==> src/rtl/jt6295_timing_gen_pkg.sv <==
// Shared constants and divisor clamp for the JT6295 sample-rate timing generator.
// Optional evenly-spread slot schedule is selected with JT6295_TIMING_SPREAD_EN.
package jt6295_pkg;

    localparam int JT6295_DIV_HI = 132;
    localparam int JT6295_DIV_LO = 165;
    localparam int JT6295_CHW    = 2;
    localparam int JT6295_DW     = 10;

    // The shortest legal period is two cen pulses per voice slot.
    function automatic int unsigned jt6295_clamp_sel(input int unsigned sel,
                                                     input int unsigned chw);
        int unsigned min_div;
        min_div = 32'd2 << chw;
        return (sel < min_div) ? min_div : sel;
    endfunction

endpackage

==> src/rtl/jt6295_timing_gen_div_sel.sv <==
// Combinational divisor select (programmable or ss table) with minimum-period clamp.
module jt6295_div_sel
    import jt6295_pkg::*;
#(
    parameter int CHW    = JT6295_CHW,
    parameter int DW     = JT6295_DW,
    parameter int DIV_HI = JT6295_DIV_HI,
    parameter int DIV_LO = JT6295_DIV_LO
) (
    input  logic          ss,
    input  logic          prog_en,
    input  logic [DW-1:0] prog_div,
    output logic [DW-1:0] sel
);

    logic [DW-1:0] raw;

    always_comb begin
        raw = '0;
        if (prog_en) begin
            raw = prog_div;
        end else if (ss) begin
            raw = DW'(DIV_HI);
        end else begin
            raw = DW'(DIV_LO);
        end
        sel = DW'(jt6295_clamp_sel(32'(raw), CHW));
    end

endmodule

==> src/rtl/jt6295_timing_gen.sv <==
// JT6295 sample-rate timing generator: divides cen, emits sample and voice-slot strobes.
// Define JT6295_TIMING_SPREAD_EN to spread slot strobes evenly across the period.
module jt6295_timing_gen
    import jt6295_pkg::*;
#(
    parameter int CHW    = JT6295_CHW,
    parameter int DW     = JT6295_DW,
    parameter int DIV_HI = JT6295_DIV_HI,
    parameter int DIV_LO = JT6295_DIV_LO
) (
    input  logic           clk,
    input  logic           rst,
    input  logic           cen,
    input  logic           ss,
    input  logic           prog_en,
    input  logic [DW-1:0]  prog_div,
    output logic           cen_sr,
    output logic           cen_ch,
    output logic [CHW-1:0] slot,
    output logic [DW-1:0]  div_act
);

    localparam int CH = 1 << CHW;

    logic [DW-1:0]  sel;
    logic [DW-1:0]  cnt_q, cnt_d;
    logic [DW-1:0]  div_act_q, div_act_d;
    logic [CHW-1:0] slot_q, slot_d;
    logic           cen_sr_q, cen_sr_d;
    logic           cen_ch_q, cen_ch_d;
    logic           wrap;

`ifdef JT6295_TIMING_SPREAD_EN
    logic [DW-1:0]  nxt_q, nxt_d;
    logic [CHW-1:0] sidx_q, sidx_d;
    logic           done_q, done_d;
    logic [DW-1:0]  sp;
`endif

    jt6295_div_sel #(
        .CHW    (CHW),
        .DW     (DW),
        .DIV_HI (DIV_HI),
        .DIV_LO (DIV_LO)
    ) u_div_sel (
        .ss       (ss),
        .prog_en  (prog_en),
        .prog_div (prog_div),
        .sel      (sel)
    );

    assign wrap = (cnt_q == div_act_q - DW'(1));

    always_comb begin
        cnt_d     = cnt_q;
        div_act_d = div_act_q;
        slot_d    = slot_q;
        cen_sr_d  = 1'b0;
        cen_ch_d  = 1'b0;
`ifdef JT6295_TIMING_SPREAD_EN
        nxt_d  = nxt_q;
        sidx_d = sidx_q;
        done_d = done_q;
        sp     = div_act_q >> CHW;
`endif
        if (cen) begin
            cen_sr_d = (cnt_q == '0);
`ifdef JT6295_TIMING_SPREAD_EN
            // nxt_q walks k*sp; done_q stops it once all CH slots have fired.
            if (!done_q && cnt_q == nxt_q) begin
                cen_ch_d = 1'b1;
                slot_d   = sidx_q;
                nxt_d    = nxt_q + sp;
                sidx_d   = sidx_q + CHW'(1);
                done_d   = (sidx_q == CHW'(CH - 1));
            end
            if (wrap) begin
                nxt_d  = '0;
                sidx_d = '0;
                done_d = 1'b0;
            end
`else
            if (cnt_q < DW'(CH)) begin
                cen_ch_d = 1'b1;
                slot_d   = cnt_q[CHW-1:0];
            end
`endif
            if (wrap) begin
                cnt_d     = '0;
                div_act_d = sel;
            end else begin
                cnt_d = cnt_q + DW'(1);
            end
        end
    end

    always_ff @(posedge clk) begin
        if (rst) begin
            cnt_q     <= '0;
            div_act_q <= sel;
            slot_q    <= '0;
            cen_sr_q  <= 1'b0;
            cen_ch_q  <= 1'b0;
        end else begin
            cnt_q     <= cnt_d;
            div_act_q <= div_act_d;
            slot_q    <= slot_d;
            cen_sr_q  <= cen_sr_d;
            cen_ch_q  <= cen_ch_d;
        end
    end

`ifdef JT6295_TIMING_SPREAD_EN
    always_ff @(posedge clk) begin
        if (rst) begin
            nxt_q  <= '0;
            sidx_q <= '0;
            done_q <= 1'b0;
        end else begin
            nxt_q  <= nxt_d;
            sidx_q <= sidx_d;
            done_q <= done_d;
        end
    end
`endif

    assign cen_sr  = cen_sr_q;
    assign cen_ch  = cen_ch_q;
    assign slot    = slot_q;
    assign div_act = div_act_q;

endmodule

==> config.mk <==
export PLATFORM = sky130hd
export DESIGN_NAME = jt6295_timing_gen
export DESIGN_NICKNAME = d
export VERILOG_FILES = /design/src/rtl/jt6295_timing_gen_pkg.sv /design/src/rtl/jt6295_timing_gen_div_sel.sv /design/src/rtl/jt6295_timing_gen.sv
export SDC_FILE = /design/constraint.sdc
export NUM_CORES = 1
export LEC_CHECK = 0
export BUFFER_PORTS_ARGS = -buffer_cell sky130_fd_sc_hd__buf_2
export CAP_MARGIN = 20
export CORE_MARGIN = 2
export CORE_UTILIZATION = 54
export CTS_BUF_LIST = sky130_fd_sc_hd__clkbuf_8
export DETAILED_ROUTE_END_ITERATION = 12
export PLACE_DENSITY = 0.83
export SYNTH_ARGS = -nofsm -noshare
export SYNTH_HDL_FRONTEND = slang
export SYNTH_SLANG_ARGS = --single-unit
export TNS_END_PERCENT = 30
==> constraint.sdc <==
create_clock -name clk -period 4.2 [get_ports clk]
set_input_delay 0.63 -clock clk [delete_from_list [all_inputs] [get_ports clk]]
set_output_delay 0.63 -clock clk [all_outputs]
set_load 0.1 [all_outputs]
==> summary.txt, run 1 <==
Status = completed
Clock Pin Slew Worst Setup and Hold Paths = 0.09 ns
Dominant delay contributor by cell family on the critical path = compound AO/OA/AOI/OAI gates
Nets = 192
Total die area = 2940 µm²
H-tree lvl count = 1
Final wirelength = 2900 µm
RSZ-0062 raised after global routing = false
Clock buffer count from CTS = 3
Core area = 2430 µm²
Setup crit start = div_act[2]
Commonest cells after routing, fill and taps aside = 28 x buf_2, 18 x nor2_1, 14 x dfxtp_1
Clock share of power = 34.9%
Via count = 1169
Synthesized cell area = 1360 µm²
N_diodes = 0
Crit path capture type = flip-flop
FF-to-FF End = div_act[0]
Post-CTS Setup Repair Bufs = 0
Syn avg cell area = 9.32 µm²
Post-detailed-route count of antenna-violating nets = 0
Vias in the first global route = 1082
Comb pwr share = 20.1%
Top Ports = 29
Tmin final = 3.04 ns
Highest cell delay on the worst timing path = 0.92 ns
Max Cap Viol = 0
Skew-Pair Late Insertion Delay = 0.27 ns
Cells after DPL = 199
Slew margin rel. = 32.7%
Placer Congestion = 0.770
P&R area growth vs syn = 16.9%
Final Cycle Share = 72.5%
Peak supply drop = 310 µV
CTS tree = done
Clk sinks = 24
Grt ovf = 0
Worst-path cell chain = nor3_4 -> a21boi_2 -> or4_1 -> a22o_2 -> o41ai_4
R2R Setup Slk = 1.16 ns
First-pass DRT Iterations = 4
Post-DP HPWL = 2110 µm
Min-delay worst type = reg2reg
Setup CP Type = reg2reg
Routed vias/inst = 5.76
Chip width = 54.2 µm
Post-route DRC = 0
Critical path endpoint = div_act[0]
Setup Total Neg Slack = 0 ns
Fin. max-slew vios = 0
Mapped Nets = 164
Starting Density = 55.9%
DR WL/cell = 14.3 µm
Layout cells sized above 1 = 22.0%
Sequential power share = 45.0%
Fin cells = 203
Final setup fails = 0
Die Ht = 54.2 µm
Synth Instances = 146
DR iter-0 viols = 23
PortBufs = 28
Number of cells on the worst reg-to-reg path = 5
Syn. warnings = 0
Post-synthesis cell type count = 40
Sw Ratio = 30.2%
Cts repair resizes = 0
Synthesized flop and latch total = 24
Fmax = 329 MHz
Static Leak = 0.656 nW
Buffers & Inverters on Critical Path = 0
Crit path depth = 5
CP startpoint kind = flip-flop
Fill cell count = 207
Hold Buf Count CTS = 0
Ys async rst share = 0%
Ys flop type = dfxtp_1
Post-synth EDFFs = 10
Worst hold start = slot[0]
Clock root buffer = clkbuf_8
Max Buffers Root-to-Sink = 2
Commonest non-fill, non-tap cell in the layout = buf_2
Final count of hold timing violations = 0
Final Skew = 0.00195 ns
GRT Total Usage = 22.3%
Proportion of synthesized chip area in sequential cells = 42.7%
Initial antenna violation count = 0
Util after Layout = 65.4%
First-pass GRT wire length = 4660 µm
Sw power = 0.178 mW
Req. time, crit path = 4.10 ns
Row count = 18
Critical-path top delay cell = o41ai_4
Power Internal = 0.411 mW
CP arrival = 2.94 ns
PD cells = 370 nW/µm²
Worst reg2reg path startpoint = div_act[2]
Pin count of the biggest net entering global routing = 17
Least-Margin Pin Slew = 1.01 ns
Worst-path fanout max = 16
[cells by family after synthesis]
kind of cell | count (synthesis) | synth area share, %
compound gates | 26 | 15.6
xor+xnor | 17 | 10.9
fa+ha+maj | 3 | 2.76
buf+inv | 14 | 3.86
flops | 24 | 42.7
simple gates | 62 | 24.1
[registers in the layout, summed over array words and instances, names as in the netlist]
signal	count
cnt_q	10
div_act	10
slot	2
cen_ch	1
cen_sr	1
[layer usage]
metal	share of wire (%)	track usage, %
met1	43	26.3
met4	2.2	10.4
met3	5.3	4.44
met5	0	0
met2	49	38.6
[synth_stat cells (all sizes together) (2+ instances only)]
cell type / instances / area share [%]
edfxtp: 10 / 22
o311ai: 2 / 1.3
o211ai: 2 / 1.1
or4: 3 / 1.7
dfxtp: 14 / 21
and2: 6 / 2.8
nor4: 2 / 0.92
xor2: 7 / 4.5
and3: 2 / 0.92
nand2b: 2 / 0.92
xnor2: 10 / 6.4
ha: 3 / 2.8
a21o: 2 / 1.1
nand2: 9 / 2.5
nand4: 2 / 0.92
o32ai: 2 / 1.3
nand3: 7 / 2.6
nor2: 19 / 5.4
a21boi: 2 / 1.4
clkbuf: 5 / 1.4
a21oi: 7 / 2.6
inv: 9 / 2.5
nor3: 5 / 2.7
[worst min-delay path by stage]
stage	to	slack, ns	cells after the start
after floorplan	cnt_q[1]	0.51	2
after global placement	slot[1]	0.46	2
after detailed placement	slot[0]	0.47	2
after CTS	slot[0]	0.49	2
after global routing	slot[1]	0.55	2
final	slot[0]	0.49	2
[through the flow]
stage / instance area [µm²] / setup WS, ns / hold slack (ns) / power (mW)
floorplan: 1360 / 0.995 / 0.507 / 0.363
global placement: 1520 / 1.31 / 0.459 / 0.384
detailed placement: 1520 / 1.21 / 0.470 / 0.388
CTS: 1590 / 1.16 / 0.491 / 0.591
global route: 1590 / 1.02 / 0.553 / 0.609
finish: 1590 / 1.16 / 0.492 / 0.588
[worst reg2reg max path, cell delays in order, from the launching register on]
cell and delay, ns:
edfxtp_1 0.50, nor3_4 0.37, a21boi_2 0.10, or4_1 0.51
a22o_2 0.27, o41ai_4 0.92
[power by group through the flow]
stage | Sequential, mW | Clock, mW | Combinational, mW
6_report | 0.265 | 0.205 | 0.118
5_1_grt | 0.267 | 0.216 | 0.126
4_1_cts | 0.265 | 0.208 | 0.118
3_5_place_dp | 0.270 | 0 | 0.117
3_3_place_gp | 0.269 | 0 | 0.114
2_1_floorplan | 0.322 | 0 | 0.0408
[area by class of cell]
class	instances	area [µm²]	area share, %
tap	30	37.5	2.36
sequential	24	581	36.5
clock buffer	3	41.3	2.60
clock inverter	1	30.0	1.89
inverter	9	33.8	2.12
multi-input combinational	108	727	45.7
timing repair buffer	28	140	8.81
Note: power is estimated with default switching activity, not from simulation.
==> run 2, diff against run 1 <==
Clock period 4.2 ns to 3.1 ns, I/O delays scaled along.
==> run 2 against run 1 <==
Net effect:
- core utilization rose by 0.15 points
- worst hold slack worse by 0.030 ns
- final cell count up 0.49%
- clock power up 3%
- highest routed layer unchanged
- die area did not move
- combinational power increased by 37%
==> summary.txt, run 2 (same netlist as run 1, synthesis figures left out) <==
Status = completed
Fin. max-slew vios = 0 (unchanged)
Final wirelength = 2790 µm (-4.0%)
Nets = 193 (+0.52%)
Power, Total = 0.733 mW (+25%)
Seq. cell area = 581 µm² (unchanged)
Commonest cells after routing, fill and taps aside = 28 x buf_2, 18 x nor2_1, 14 x dfxtp_1
Slew margin rel. = 61.8% (+29 points)
Skew-Pair Late Insertion Delay = 0.27 ns (about the same)
Chip width = 54.2 µm (unchanged)
N_diodes = 0 (unchanged)
Least-Margin Pin Slew = 0.571 ns (-0.436 ns)
Commonest non-fill, non-tap cell in the layout = buf_2
Placed Area = 1540 µm² (+1.3%)
Post-route DRC = 0 (unchanged)
Worst-path fanout max = 16 (unchanged)
Clock root buffer = clkbuf_8
Dpl ws = 0.623 ns (-0.584 ns)
Row count = 18 (unchanged)
Post-detailed-route count of antenna-violating nets = 0 (unchanged)
Core area = 2430 µm² (unchanged)
Initial antenna violation count = 0 (unchanged)
Final count of hold timing violations = 0 (unchanged)
Hold Buf Count CTS = 0 (unchanged)
Setup Total Neg Slack = 0 ns (unchanged)
Clock Pin Slew Worst Setup and Hold Paths = 0.08 ns (about the same)
Routed vias/inst = 5.60 (-2.7%)
GRT Total Usage = 22.1% (-0.19 points)
Layout cells sized above 1 = 24.1% (+2.2 points)
First-pass GRT wire length = 4730 µm (+1.6%)
Vias in the first global route = 1122 (+3.7%)
Static Leak = 0.653 nW (-0.53%)
Final Cycle Share = 80.4% (+8.0 points)
DR WL/cell = 13.7 µm (-4.4%)
Final setup fails = 0 (unchanged)
Final Cell Area = 1590 µm² (+0.24%)
Min-delay worst type = in2reg
H-tree lvl count = 1 (unchanged)
Pin count of the biggest net entering global routing = 17 (unchanged)
Clock buffer count from CTS = 3 (unchanged)
Tmin final = 2.49 ns (-0.551 ns)
CP arrival = 2.46 ns (-0.48 ns)
CTS tree = done
First-pass DRT Iterations = 4 (unchanged)
Die Ht = 54.2 µm (unchanged)
Cts repair resizes = 0 (unchanged)
PD cells = 460 nW/µm² (+24%)
Setup CP Type = reg2reg
P&R area growth vs syn = 17.2%
Crit path capture type = flip-flop
Cells after DPL = 200 (+0.50%)
CP startpoint kind = flip-flop
Total die area = 2940 µm² (unchanged)
Placer Congestion = 0.772 (+0.30%)
Max Buffers Root-to-Sink = 2 (unchanged)
Post-DP HPWL = 2110 µm (+0.25%)
RSZ-0062 raised after global routing = false
PortBufs = 28 (unchanged)
Req. time, crit path = 3.07 ns (-1.03 ns)
Post-CTS Setup Repair Bufs = 0 (unchanged)
Via count = 1143 (-2.2%)
PnR worst setup slack = 0.607 ns (-0.549 ns)
Max Cap Viol = 0 (unchanged)
Top Ports = 29 (unchanged)
Final Skew = 0.00250 ns (+0.000551 ns)
Starting Density = 55.9% (unchanged)
Clk sinks = 24 (unchanged)
Multi-input logic area = 739 µm² (+1.7%)
Fmax = 401 MHz (+22%)
Fin cells = 204 (+0.49%)
Peak supply drop = 315 µV (+1.5%)
Fill cell count = 198 (-4.3%)
Grt ovf = 0 (unchanged)
DR iter-0 viols = 14 (-39%)
run 2: cell count changes in the layout (fill, tap and decap cells not counted):
cell / before / now
inv_1: 9 / 7
inv_2: 0 / 2
buf_4: 0 / 1
bufinv_16: 1 / 0
clkbuf_8: 3 / 4
ha_1: 3 / 2
ha_4: 0 / 1
run 2: power breakdown:
| group | switching [mW] | total, mW | internal, mW |
|---|---|---|---|
| Clock | 0.0973 | 0.211 | 0.113 |
| Combinational | 0.119 | 0.162 | 0.0430 |
| Sequential | 0.0166 | 0.360 | 0.343 |
| Total | 0.233 | 0.733 | 0.499 |
run 2: through the flow:
stage	util (%)	hold slack, ns
3_5_place_dp	63.3	0.484
3_3_place_gp	63.3	0.459
4_1_cts	65.5	0.455
5_1_grt	65.5	0.458
6_report	65.5	0.463
2_1_floorplan	-	0.507
run 2: worst paths after layout:
kind	slack, ns	end	start	cells past startpoint
hold / removal	0.46	cnt_q[0]	rst	2
setup / recovery	0.61	div_act[6]	div_act[2]	6
setup reg to reg	0.61	div_act[6]	div_act[2]	6
hold reg to reg	0.50	slot[0]	slot[0]	2
run 2: routing by layer:
layer / wire length, µm / track usage, %
met1: 1200 / 26.7
met4: 55 / 8.33
met5: 0 / 0
met2: 1370 / 38.6
met3: 158 / 4.17
run 2: critical path, stage by stage (launching register included):
cell      delay, ns
edfxtp_1       0.49
nor3_4         0.36
a21boi_2       0.10
or4_1          0.51
a22o_2         0.27
o41ai_4        0.20
buf_4          0.27
run 2: layout make-up:
cell class | instances | share of cell area [%]
multi-input combinational | 108 | 46.4
sequential | 24 | 36.4
timing repair buffer | 29 | 9.26
clock buffer | 4 | 3.45
tap | 30 | 2.35
inverter | 9 | 2.12
